<file path="src/rtl/psum_pkg.sv">
// rtl/psum_pkg.sv - shared types and defaults for the psum reduction scheduler
package psum_pkg;

  typedef enum logic [1:0] {
    IDLE  = 2'd0,
    RUN   = 2'd1,
    DRAIN = 2'd2,
    DONE  = 2'd3
  } state_t;

  localparam int PSUM_WIDTH = 19;

  function automatic int idx_width(input int n);
    return (n > 1) ? $clog2(n) : 1;
  endfunction

endpackage

</file>
<file path="src/rtl/sync_fifo.sv">
// rtl/sync_fifo.sv - single-clock FIFO with occupancy count and synchronous clear
module sync_fifo #(
  parameter int W     = 8,
  parameter int DEPTH = 4
) (
  input  logic                     clk,
  input  logic                     rst,
  input  logic                     clr,
  input  logic                     push,
  input  logic [W-1:0]             push_data,
  input  logic                     pop,
  output logic [W-1:0]             pop_data,
  output logic                     full,
  output logic                     empty,
  output logic [$clog2(DEPTH):0]   count
);

  localparam int AW = $clog2(DEPTH);
  localparam int CW = AW + 1;

  logic [W-1:0]  mem [DEPTH];
  logic [AW-1:0] wr_ptr;
  logic [AW-1:0] rd_ptr;
  logic          do_push;
  logic          do_pop;

  assign full     = (count == CW'(DEPTH));
  assign empty    = (count == '0);
  assign do_pop   = pop & ~empty;
  // A push into a full FIFO is still legal when the head leaves in the same cycle.
  assign do_push  = push & (~full | do_pop);
  assign pop_data = mem[rd_ptr];

  always_ff @(posedge clk or posedge rst) begin
    if (rst) begin
      wr_ptr <= '0;
      rd_ptr <= '0;
      count  <= '0;
    end else if (clr) begin
      wr_ptr <= '0;
      rd_ptr <= '0;
      count  <= '0;
    end else begin
      if (do_push) wr_ptr <= wr_ptr + AW'(1);
      if (do_pop)  rd_ptr <= rd_ptr + AW'(1);
      case ({do_push, do_pop})
        2'b10:   count <= count + CW'(1);
        2'b01:   count <= count - CW'(1);
        default: count <= count;
      endcase
    end
  end

  always_ff @(posedge clk) begin
    if (do_push) mem[wr_ptr] <= push_data;
  end

endmodule

</file>
<file path="src/rtl/psum_reduce_sched.sv">
// rtl/psum_reduce_sched.sv - aligns three skewed psum streams and issues credit-limited
// triples to a non-stalling 3-input adder, collecting indexed sums for one output tile.
module psum_reduce_sched
  import psum_pkg::*;
#(
  parameter int WIDTH     = PSUM_WIDTH,
  parameter int IN_DEPTH  = 4,
  parameter int OUT_DEPTH = 4,
  parameter int NUM_OUT   = 16,
  parameter int IDX_W     = idx_width(NUM_OUT)
) (
  input  logic                 clk,
  input  logic                 rst,
  input  logic                 start_i,
  output logic                 busy_o,
  output logic                 done_o,
  input  logic [2:0]           in_valid_i,
  input  logic [3*WIDTH-1:0]   in_data_i,
  output logic [2:0]           in_ready_o,
  output logic                 add_iv_o,
  output logic [3*WIDTH-1:0]   add_id_o,
  input  logic                 add_ov_i,
  input  logic [WIDTH-1:0]     add_od_i,
  output logic                 out_valid_o,
  output logic [WIDTH-1:0]     out_data_o,
  output logic [IDX_W-1:0]     out_idx_o,
  input  logic                 out_ready_i,
  output logic                 err_o
);

  localparam int CNT_W = $clog2(NUM_OUT + 1);
  localparam int ICW   = $clog2(IN_DEPTH) + 1;
  localparam int OCW   = $clog2(OUT_DEPTH) + 1;
  localparam int OW    = WIDTH + IDX_W;

  localparam logic [CNT_W-1:0] LAST      = CNT_W'(NUM_OUT - 1);
  localparam logic [CNT_W-1:0] TOTAL     = CNT_W'(NUM_OUT);
  localparam logic [OCW:0]     DEPTH_LIM = (OCW + 1)'(OUT_DEPTH);

  state_t            state;
  state_t            state_n;
  logic              run;
  logic              start_tile;

  logic [CNT_W-1:0]  issue_cnt;
  logic [CNT_W-1:0]  out_cnt;
  logic [CNT_W-1:0]  acc_cnt [3];
  logic [IDX_W-1:0]  idx_cnt;
  logic [OCW-1:0]    inflight;

  logic [2:0]        in_full;
  logic [2:0]        in_empty;
  logic [2:0]        in_push;
  logic [WIDTH-1:0]  in_head [3];
  logic [ICW-1:0]    unused_in_count [3];

  logic              out_full;
  logic              out_empty;
  logic              out_pop;
  logic [OCW-1:0]    out_count;
  logic [OW-1:0]     out_word;

  logic [OCW:0]      occupancy;
  logic              credit_ok;
  logic              issue;
  logic              res_push;
  logic              err_set;

  assign run        = (state == RUN);
  assign start_tile = (state == IDLE) & start_i;

  for (genvar k = 0; k < 3; k++) begin : g_in
    // A slice stops being accepted once it has delivered its NUM_OUT psums.
    assign in_ready_o[k] = run & ~in_full[k] & (acc_cnt[k] < TOTAL);
    assign in_push[k]    = in_valid_i[k] & in_ready_o[k];

    sync_fifo #(
      .W     (WIDTH),
      .DEPTH (IN_DEPTH)
    ) u_in_fifo (
      .clk       (clk),
      .rst       (rst),
      .clr       (start_tile),
      .push      (in_push[k]),
      .push_data (in_data_i[k*WIDTH +: WIDTH]),
      .pop       (issue),
      .pop_data  (in_head[k]),
      .full      (in_full[k]),
      .empty     (in_empty[k]),
      .count     (unused_in_count[k])
    );
  end

  // Credit counts results still in the adder pipe as already occupying output slots.
  assign occupancy = {1'b0, out_count} + {1'b0, inflight};
  assign credit_ok = (occupancy < DEPTH_LIM);
  assign issue     = run & (in_empty == 3'b000) & credit_ok;

  assign add_iv_o  = issue;
  assign add_id_o  = issue ? {in_head[2], in_head[1], in_head[0]} : '0;

  assign res_push  = add_ov_i & (inflight != '0);
  assign err_set   = add_ov_i & ((inflight == '0) | out_full);

  sync_fifo #(
    .W     (OW),
    .DEPTH (OUT_DEPTH)
  ) u_out_fifo (
    .clk       (clk),
    .rst       (rst),
    .clr       (start_tile),
    .push      (res_push),
    .push_data ({idx_cnt, add_od_i}),
    .pop       (out_pop),
    .pop_data  (out_word),
    .full      (out_full),
    .empty     (out_empty),
    .count     (out_count)
  );

  assign out_valid_o = ~out_empty;
  assign out_pop     = out_valid_o & out_ready_i;
  assign out_data_o  = out_empty ? '0 : out_word[WIDTH-1:0];
  assign out_idx_o   = out_empty ? '0 : out_word[OW-1:WIDTH];

  assign busy_o = (state == RUN) | (state == DRAIN);
  assign done_o = (state == DONE);

  always_comb begin
    state_n = state;
    case (state)
      IDLE:    if (start_i) state_n = RUN;
      RUN:     if (issue && (issue_cnt == LAST)) state_n = DRAIN;
      DRAIN:   if (out_cnt == TOTAL) state_n = DONE;
      DONE:    state_n = IDLE;
      default: state_n = IDLE;
    endcase
  end

  always_ff @(posedge clk or posedge rst) begin
    if (rst) begin
      state     <= IDLE;
      issue_cnt <= '0;
      out_cnt   <= '0;
      idx_cnt   <= '0;
      inflight  <= '0;
      err_o     <= 1'b0;
      for (int k = 0; k < 3; k++) acc_cnt[k] <= '0;
    end else begin
      state <= state_n;
      if (err_set) err_o <= 1'b1;
      if (start_tile) begin
        issue_cnt <= '0;
        out_cnt   <= '0;
        idx_cnt   <= '0;
        inflight  <= '0;
        for (int k = 0; k < 3; k++) acc_cnt[k] <= '0;
      end else begin
        if (issue)    issue_cnt <= issue_cnt + CNT_W'(1);
        if (out_pop)  out_cnt   <= out_cnt + CNT_W'(1);
        if (res_push) idx_cnt   <= idx_cnt + IDX_W'(1);
        case ({issue, res_push})
          2'b10:   inflight <= inflight + OCW'(1);
          2'b01:   inflight <= inflight - OCW'(1);
          default: inflight <= inflight;
        endcase
        for (int k = 0; k < 3; k++) begin
          if (in_push[k]) acc_cnt[k] <= acc_cnt[k] + CNT_W'(1);
        end
      end
    end
  end

endmodule

</file>
<file path="config.mk">
export PLATFORM = sky130hd
export DESIGN_NAME = psum_reduce_sched
export DESIGN_NICKNAME = d
export VERILOG_FILES = /design/src/rtl/psum_pkg.sv /design/src/rtl/sync_fifo.sv /design/src/rtl/psum_reduce_sched.sv
export SDC_FILE = /design/constraint.sdc
export NUM_CORES = 1
export LEC_CHECK = 0
export ABC_CLOCK_PERIOD_IN_PS = 7800
export CAP_MARGIN = 15
export CORE_MARGIN = 2
export CORE_UTILIZATION = 55
export CTS_CLUSTER_DIAMETER = 100
export DETAILED_ROUTE_END_ITERATION = 10
export PLACE_DENSITY = 0.84
export SYNTH_ARGS = -nofsm -noshare
export SYNTH_HDL_FRONTEND = slang
export SYNTH_SLANG_ARGS = --single-unit
</file>
<file path="constraint.sdc">
create_clock -name clk -period 7.8 [get_ports clk]
set_input_delay 0.78 -clock clk [delete_from_list [all_inputs] [get_ports clk]]
set_output_delay 0.78 -clock clk [all_outputs]
set_load 0.005 [all_outputs]
</file>
==> flow_metrics.env, run 1 <==
export IMPL_post_cts_resized=0
export IMPL_timing_final_crit_share_pct=57.4
export IMPL_crit_type="flop to primary output"
export IMPL_root_buffer="clkbuf_16"
export IMPL_die_h_um=173
export IMPL_ys_seq_area_share_pct=71.4
export IMPL_final_util_pct=68.2
export IMPL_total_leakage_power_nw=6.78
export IMPL_first_pass_iters=5
export IMPL_cts_hold_buf=0
export IMPL_endpoint_kind="primary output"
export IMPL_arrival_ns=3.70
export IMPL_tns_ns=0
export IMPL_synth_most_common_cell="edfxtp_1"
export IMPL_grt_max_degree=65
export IMPL_grt_pass1_wl_mm=46.8
export IMPL_timing_rr_end="inflight[2]"
export IMPL_syn_nets=991
export IMPL_coreArea_mm2=0.0279
export IMPL_hold_class="flop to flop"
export IMPL_nets=1172
export IMPL_drv_cap=0
export IMPL_num_rows=61
export IMPL_overflow=0
export IMPL_max_freq_ghz=0.223
export IMPL_drtAntennaViolNets=0
export IMPL_finalCriticalPeriod_ns=4.48
export IMPL_syn_area_mm2=0.0157
export IMPL_pwr_density_cell_mw_per_mm2=329
export IMPL_path_max_fanout=39
export IMPL_clk_pin_slew_ns=0.06
export IMPL_critPathRequiredTime_ns=7.02
export IMPL_cp_start_kind="flop"
export IMPL_synth_area_per_cell_um2=18.0
export IMPL_yosys_top_cells_count="edfxtp_1, mux4_2, dfrtp_1"
export IMPL_clkLatencyLatePin_ns=0.54
export IMPL_drc=0
export IMPL_instances_no_fill=1459
export IMPL_path_cells="inv_1 -> ha_1 -> nor4b_4 -> o311a_2 -> buf_4 -> nand2_1 -> inv_2 -> clkdlybuf4s50_1"
export IMPL_cts_made_buffers=40
export IMPL_path_delay_family="buffers and inverters"
export IMPL_first_iter_violations=664
export IMPL_initial_core_util_pct=56.1
export IMPL_synth_ff_type="edfxtp_1"
export IMPL_numClockSinks=383
export IMPL_irDropWorstVdd_v=0.000274
export IMPL_h_tree_depth=2
export IMPL_synth_ff_latch_count=383
export IMPL_relSlewSlack_pct=27.3
export IMPL_fp_dieW_um=173
export IMPL_grt_pass1_vias=8641
export IMPL_synth_top_cell_by_area="edfxtp_1"
export IMPL_yosysUniqueCellTypes=54
export IMPL_holdCritStartpoint="err_o"
export IMPL_synth_area_leaders="edfxtp_1, mux4_2, dfrtp_1, ha_1, and3_1"
export IMPL_grt_antenna_before_repair=0
export IMPL_drt_vias_per_instance=5.61
export IMPL_finalSetupViolCount=0
export IMPL_wl_per_cell_um=20.2
export IMPL_synth_async_reset_ratio_pct=16.4
export IMPL_tritoncts="built"
export IMPL_min_to="err_o"
export IMPL_status="finished, final reports clean"
export IMPL_post_place_ws_ns=3.85
export IMPL_synth_edf_count=320
export IMPL_hold_depth=1
export IMPL_placed_cells=1385
export IMPL_area_delta_synth_final_pct=21.6
export IMPL_fin_skew_ns=0.0199
export IMPL_portBuffers=171
export IMPL_slew_violations=0
export IMPL_hpwlAfterDp_mm=17.9
export IMPL_synth_cells=869
export IMPL_reg2reg_from="state[1]"
export IMPL_r2r_cells=11
export IMPL_globalRouteTotalUtil_pct=19.8
export IMPL_n_antenna_cell=0
export IMPL_max_stage_delay_ns=0.59
export IMPL_fin_ws_ns=3.32
export IMPL_cts_setup_buffers=0
export IMPL_timing_reg2reg_setup_slack_ns=4.08
export IMPL_hold_viol=0
export IMPL_io_pin_count=172
export IMPL_drt_wl_total_mm=29.4
export IMPL_crit_path_top_delay_cell="clkdlybuf4s50_1"
export IMPL_dr_total_vias=8178
export IMPL_layout_drive_gt1_share_pct=15.6
export IMPL_worst_pin_slew_ns=1.09
export IMPL_synth_top_area_share_pct=61.3
export IMPL_path_buf_inv=4
export IMPL_gp_congestion=0.752
export IMPL_clockBufferDepth=3
export IMPL_rsz0062_at_grt="no"
export IMPL_yosys_warnings=0
export IMPL_dieArea_mm2=0.0299
## per-layer routing
metal	global-route usage [%]	wire (um)
met5	0	0
met4	6.11	716
met3	4.73	1800
met2	33.2	14700
met1	26.0	12200
## final cells by class
| class | instances | area, um2 |
|---|---|---|
| multi-input combinational | 420 | 4240 |
| clock buffer | 42 | 1010 |
| timing repair buffer | 185 | 1830 |
| inverter | 20 | 75.1 |
| sequential | 383 | 11200 |
| fill | 1830 | 8870 |
| clock inverter | 31 | 249 |
| tap | 378 | 473 |
## worst max path at each step
stage,from,to,slack (ns),cells after the start
global route,state[1],add_iv_o,3.05,8
CTS,state[1],add_iv_o,3.26,8
detailed placement,state[1],add_iv_o,3.85,8
floorplan,state[1],g_in[0].u_in_fifo.count[2],4.91,11
global placement,state[1],add_iv_o,3.97,8
finish,state[1],add_iv_o,3.32,8
## registers in the layout, summed over array words and instances, names as in the netlist, 5 cells and up
register	count
g_in.u_in_fifo.mem	228
acc_cnt	15
g_in.u_in_fifo.rd_ptr	6
g_in.u_in_fifo.count	9
out_cnt	5
issue_cnt	5
g_in.u_in_fifo.wr_ptr	6
u_out_fifo.mem	92
## logic make-up (layout without fill, tap and decap cells)
logic type / after synthesis / count (layout) / synth area share [%]
buf+inv: 66 / 278 / 1.64
flops: 383 / 383 / 71.4
xor+xnor: 35 / 35 / 1.96
compound gates: 43 / 43 / 1.98
fa+ha+maj: 38 / 38 / 3.27
mux: 90 / 90 / 12.2
simple gates: 214 / 214 / 7.64
## per-stage QoR
step	hold WS (ns)	instance area (um2)	power (W)
finish	0.494	19100	0.00627
global route	0.519	19100	0.00659
CTS	0.490	19000	0.00633
detailed placement	0.473	17800	0.00452
global placement	0.455	17800	0.00445
floorplan	0.451	15700	0.00386
## placed cells by master (no fill, tap or decap), types with 3 or more instances in the layout
master | netlist | final
xor2_1 | 18 | 18
nand2_1 | 20 | 20
nand3_1 | 7 | 7
clkbuf_16 | 0 | 40
nor3_1 | 8 | 8
and2_1 | 41 | 40
mux2_2 | 3 | 3
or3_1 | 4 | 4
dfrtp_1 | 63 | 63
clkinv_1 | 1 | 11
xnor2_1 | 17 | 17
nor2_1 | 49 | 49
clkdlybuf4s50_1 | 0 | 171
inv_1 | 18 | 17
clkinv_2 | 0 | 11
fa_1 | 5 | 5
a41oi_1 | 3 | 3
ha_1 | 33 | 33
a21oi_1 | 11 | 11
nand4_1 | 6 | 6
o21ai_0 | 7 | 7
o31ai_1 | 4 | 4
and3_1 | 60 | 60
mux4_2 | 80 | 80
buf_4 | 0 | 13
nor3b_1 | 6 | 6
edfxtp_1 | 320 | 320
mux2i_1 | 7 | 7
## power breakdown
part	leakage, nW	internal (W)	switching, W	total, W
clock	0.621	0.00102	0.000782	0.00180
sequential	3.73	0.00254	0.000210	0.00275
combinational	2.43	0.000895	0.000814	0.00171
No activity file was read; power rests on OpenSTA's default activity.
==> run 2, diff against run 1 <==
--- a/config.mk
+++ b/config.mk
@@ -5,13 +5,13 @@
 export SDC_FILE = /design/constraint.sdc
 export NUM_CORES = 1
 export LEC_CHECK = 0
-export ABC_CLOCK_PERIOD_IN_PS = 7800
+export ABC_CLOCK_PERIOD_IN_PS = 3800
 export CAP_MARGIN = 15
 export CORE_MARGIN = 2
-export CORE_UTILIZATION = 55
+export CORE_UTILIZATION = 51
 export CTS_CLUSTER_DIAMETER = 100
 export DETAILED_ROUTE_END_ITERATION = 10
-export PLACE_DENSITY = 0.84
+export PLACE_DENSITY = 0.82
 export SYNTH_ARGS = -nofsm -noshare
 export SYNTH_HDL_FRONTEND = slang
 export SYNTH_SLANG_ARGS = --single-unit
==> constraint.sdc (replaced) <==
create_clock -name clk -period 3.8 [get_ports clk]
set_input_delay 0.38 -clock clk [delete_from_list [all_inputs] [get_ports clk]]
set_output_delay 0.38 -clock clk [all_outputs]
set_load 0.005 [all_outputs]
==> run 2 against run 1 <==
Compared with the run above: register-to-register slack lost 3.3 ns; clock-buffer cell count grew 11; die area grew 7.7%; cell count grew 2.5%; power grew 110%; clock power grew 120%; worst setup slack lost 3.0 ns.
==> flow_metrics.env, run 2 (synthesis gave the netlist of run 1 again) <==
export IMPL_status="finished, final reports clean"
export IMPL_tritoncts="built"
export IMPL_placed_area_mm2=0.0179
export IMPL_r2r_cells=10
export IMPL_portBuffers=171
export IMPL_grt_pass1_wl_mm=47.8
export IMPL_grt_antenna_before_repair=2
export IMPL_arrival_ns=3.09
export IMPL_initial_core_util_pct=51.5
export IMPL_multi_input_area_mm2=0.00424
export IMPL_endpoint_kind="primary output"
export IMPL_fin_total_pwr_w=0.0132
export IMPL_cts_made_buffers=41
export IMPL_h_tree_depth=2
export IMPL_area_delta_synth_final_pct=23.3
export IMPL_timing_final_crit_share_pct=91.3
export IMPL_layout_drive_gt1_share_pct=16.6
export IMPL_route_met3_wl_mm=2.23
export IMPL_critPathLaunch="state[1]"
export IMPL_overflow=0
export IMPL_finalCriticalPeriod_ns=3.47
export IMPL_num_rows=64
export IMPL_timing_rr_end="inflight[2]"
export IMPL_seq_area_mm2=0.0112
export IMPL_top_regs="g_in.u_in_fifo.mem (228), u_out_fifo.mem (92), acc_cnt (15)"
export IMPL_max_freq_ghz=0.288
export IMPL_critPathRequiredTime_ns=3.42
export IMPL_crit_end="add_id_o[25]"
export IMPL_top_register="g_in.u_in_fifo.mem"
export IMPL_worst_pin_slew_ns=0.952
export IMPL_wl_met1_mm=12.4
export IMPL_final_area_mm2=0.0193
export IMPL_crit_type="flop to primary output"
export IMPL_drv_cap=0
export IMPL_nFillCells=2120
export IMPL_gp_congestion=0.719
export IMPL_first_pass_iters=5
export IMPL_finalSetupViolCount=0
export IMPL_hpwlAfterDp_mm=18.7
export IMPL_max_stage_delay_ns=0.52
export IMPL_slew_violations=0
export IMPL_hold_viol=0
export IMPL_first_iter_violations=538
export IMPL_cts_hold_buf=0
export IMPL_post_cts_resized=0
export IMPL_drc=0
export IMPL_drt_wl_total_mm=30.6
export IMPL_rsz0062_at_grt="no"
export IMPL_top_layer="met5"
export IMPL_crit_path_top_delay_cell="clkdlybuf4s50_1"
export IMPL_fp_dieW_um=179
export IMPL_fin_skew_ns=0.0227
export IMPL_clockBufferDepth=3
export IMPL_nets=1188
export IMPL_wl_met2_mm=15.5
export IMPL_drtAntennaViolNets=0
export IMPL_cts_setup_buffers=0
export IMPL_clkLatencyLatePin_ns=0.53
export IMPL_fin_ws_ns=0.332
export IMPL_pwr_density_cell_mw_per_mm2=684
export IMPL_tns_ns=0
export IMPL_hold_class="primary input to async pin"
export IMPL_final_common_cell="edfxtp_1"
export IMPL_path_cells="inv_1 -> ha_1 -> nor4b_4 -> o311a_2 -> buf_12 -> and3_1 -> clkdlybuf4s50_1"
export IMPL_largest_reg_flops=228
export IMPL_numClockSinks=383
export IMPL_dr_total_vias=8321
export IMPL_root_buffer="clkbuf_16"
export IMPL_post_place_ws_ns=0.740
export IMPL_coreArea_mm2=0.0304
export IMPL_path_max_fanout=51
export IMPL_grt_max_degree=52
export IMPL_io_pin_count=172
export IMPL_grt_pass1_vias=8619
export IMPL_mostFrequentLayoutCells="edfxtp_1, clkdlybuf4s50_1, mux4_2"
export IMPL_clk_pin_slew_ns=0.06
export IMPL_reg2reg_from="state[1]"
export IMPL_relSlewSlack_pct=36.5
export IMPL_dieArea_mm2=0.0322
export IMPL_wl_per_cell_um=20.5
export IMPL_cp_start_kind="flop"
export IMPL_globalRouteTotalUtil_pct=19.5
export IMPL_drt_vias_per_instance=5.57
export IMPL_timing_reg2reg_setup_slack_ns=0.75
export IMPL_total_leakage_power_nw=6.91
export IMPL_irDropWorstVdd_v=0.000489
export IMPL_die_h_um=179
[run 2: cell count changes in the layout (fill, tap and decap cells not counted), sizes merged]
cell,before,now
buf,14,29
clkbuf,42,53
clkinvlp,2,1
inv,22,21
clkinv,25,14
diode,0,1
bufinv,2,6
[run 2: final cells by class]
type	instances	share of cell area, %
antenna	1	0.0129
clock buffer	53	5.70
clock inverter	22	1.47
inverter	20	0.388
multi-input combinational	420	22.0
sequential	383	57.9
tap	396	2.56
timing repair buffer	200	10.0
[run 2: report_power, final]
| group | switching [W] | total [W] | internal [W] |
|---|---|---|---|
| Clock | 0.00156 | 0.00403 | 0.00246 |
| Combinational | 0.00173 | 0.00359 | 0.00186 |
| Sequential | 0.000380 | 0.00560 | 0.00522 |
| Total | 0.00367 | 0.0132 | 0.00955 |
[run 2: critical path, delay by kind of cell (launching register included)]
| kind | cells | cell delay, ns |
|---|---|---|
| compound gates | 1 | 0.43 |
| fa+ha+maj | 1 | 0.30 |
| buf+inv | 3 | 0.91 |
| flops | 1 | 0.40 |
| simple gates | 2 | 0.49 |
[run 2: worst min path at each step]
stage                  startpoint  slack [ns]                           to
finish                        rst        0.38                   acc_cnt[1]
global route        in_data_i[24]        0.48  g_in[1].u_in_fifo.mem[0][5]
CTS                           rst        0.41                   acc_cnt[1]
detailed placement          err_o        0.46                        err_o
global placement            err_o        0.45                        err_o
floorplan                   err_o        0.45                        err_o
[run 2: per-stage QoR]
stage	utilization, %	hold slack, ns	cells
after global routing	63.5	0.485	1494
after detailed placement	59.0	0.457	1419
after global placement	59.0	0.445	1419
after floorplan	-	0.451	869
after CTS	63.5	0.413	1494
final	63.5	0.383	1495
[run 2: per-layer routing]
layer / vias to the layer above / global-route usage [%]
met2: 283 / 33.1
met3: 38 / 4.22
met5: - / 0
li1: 3777 / -
met4: 2 / 5.28
met1: 4221 / 25.7
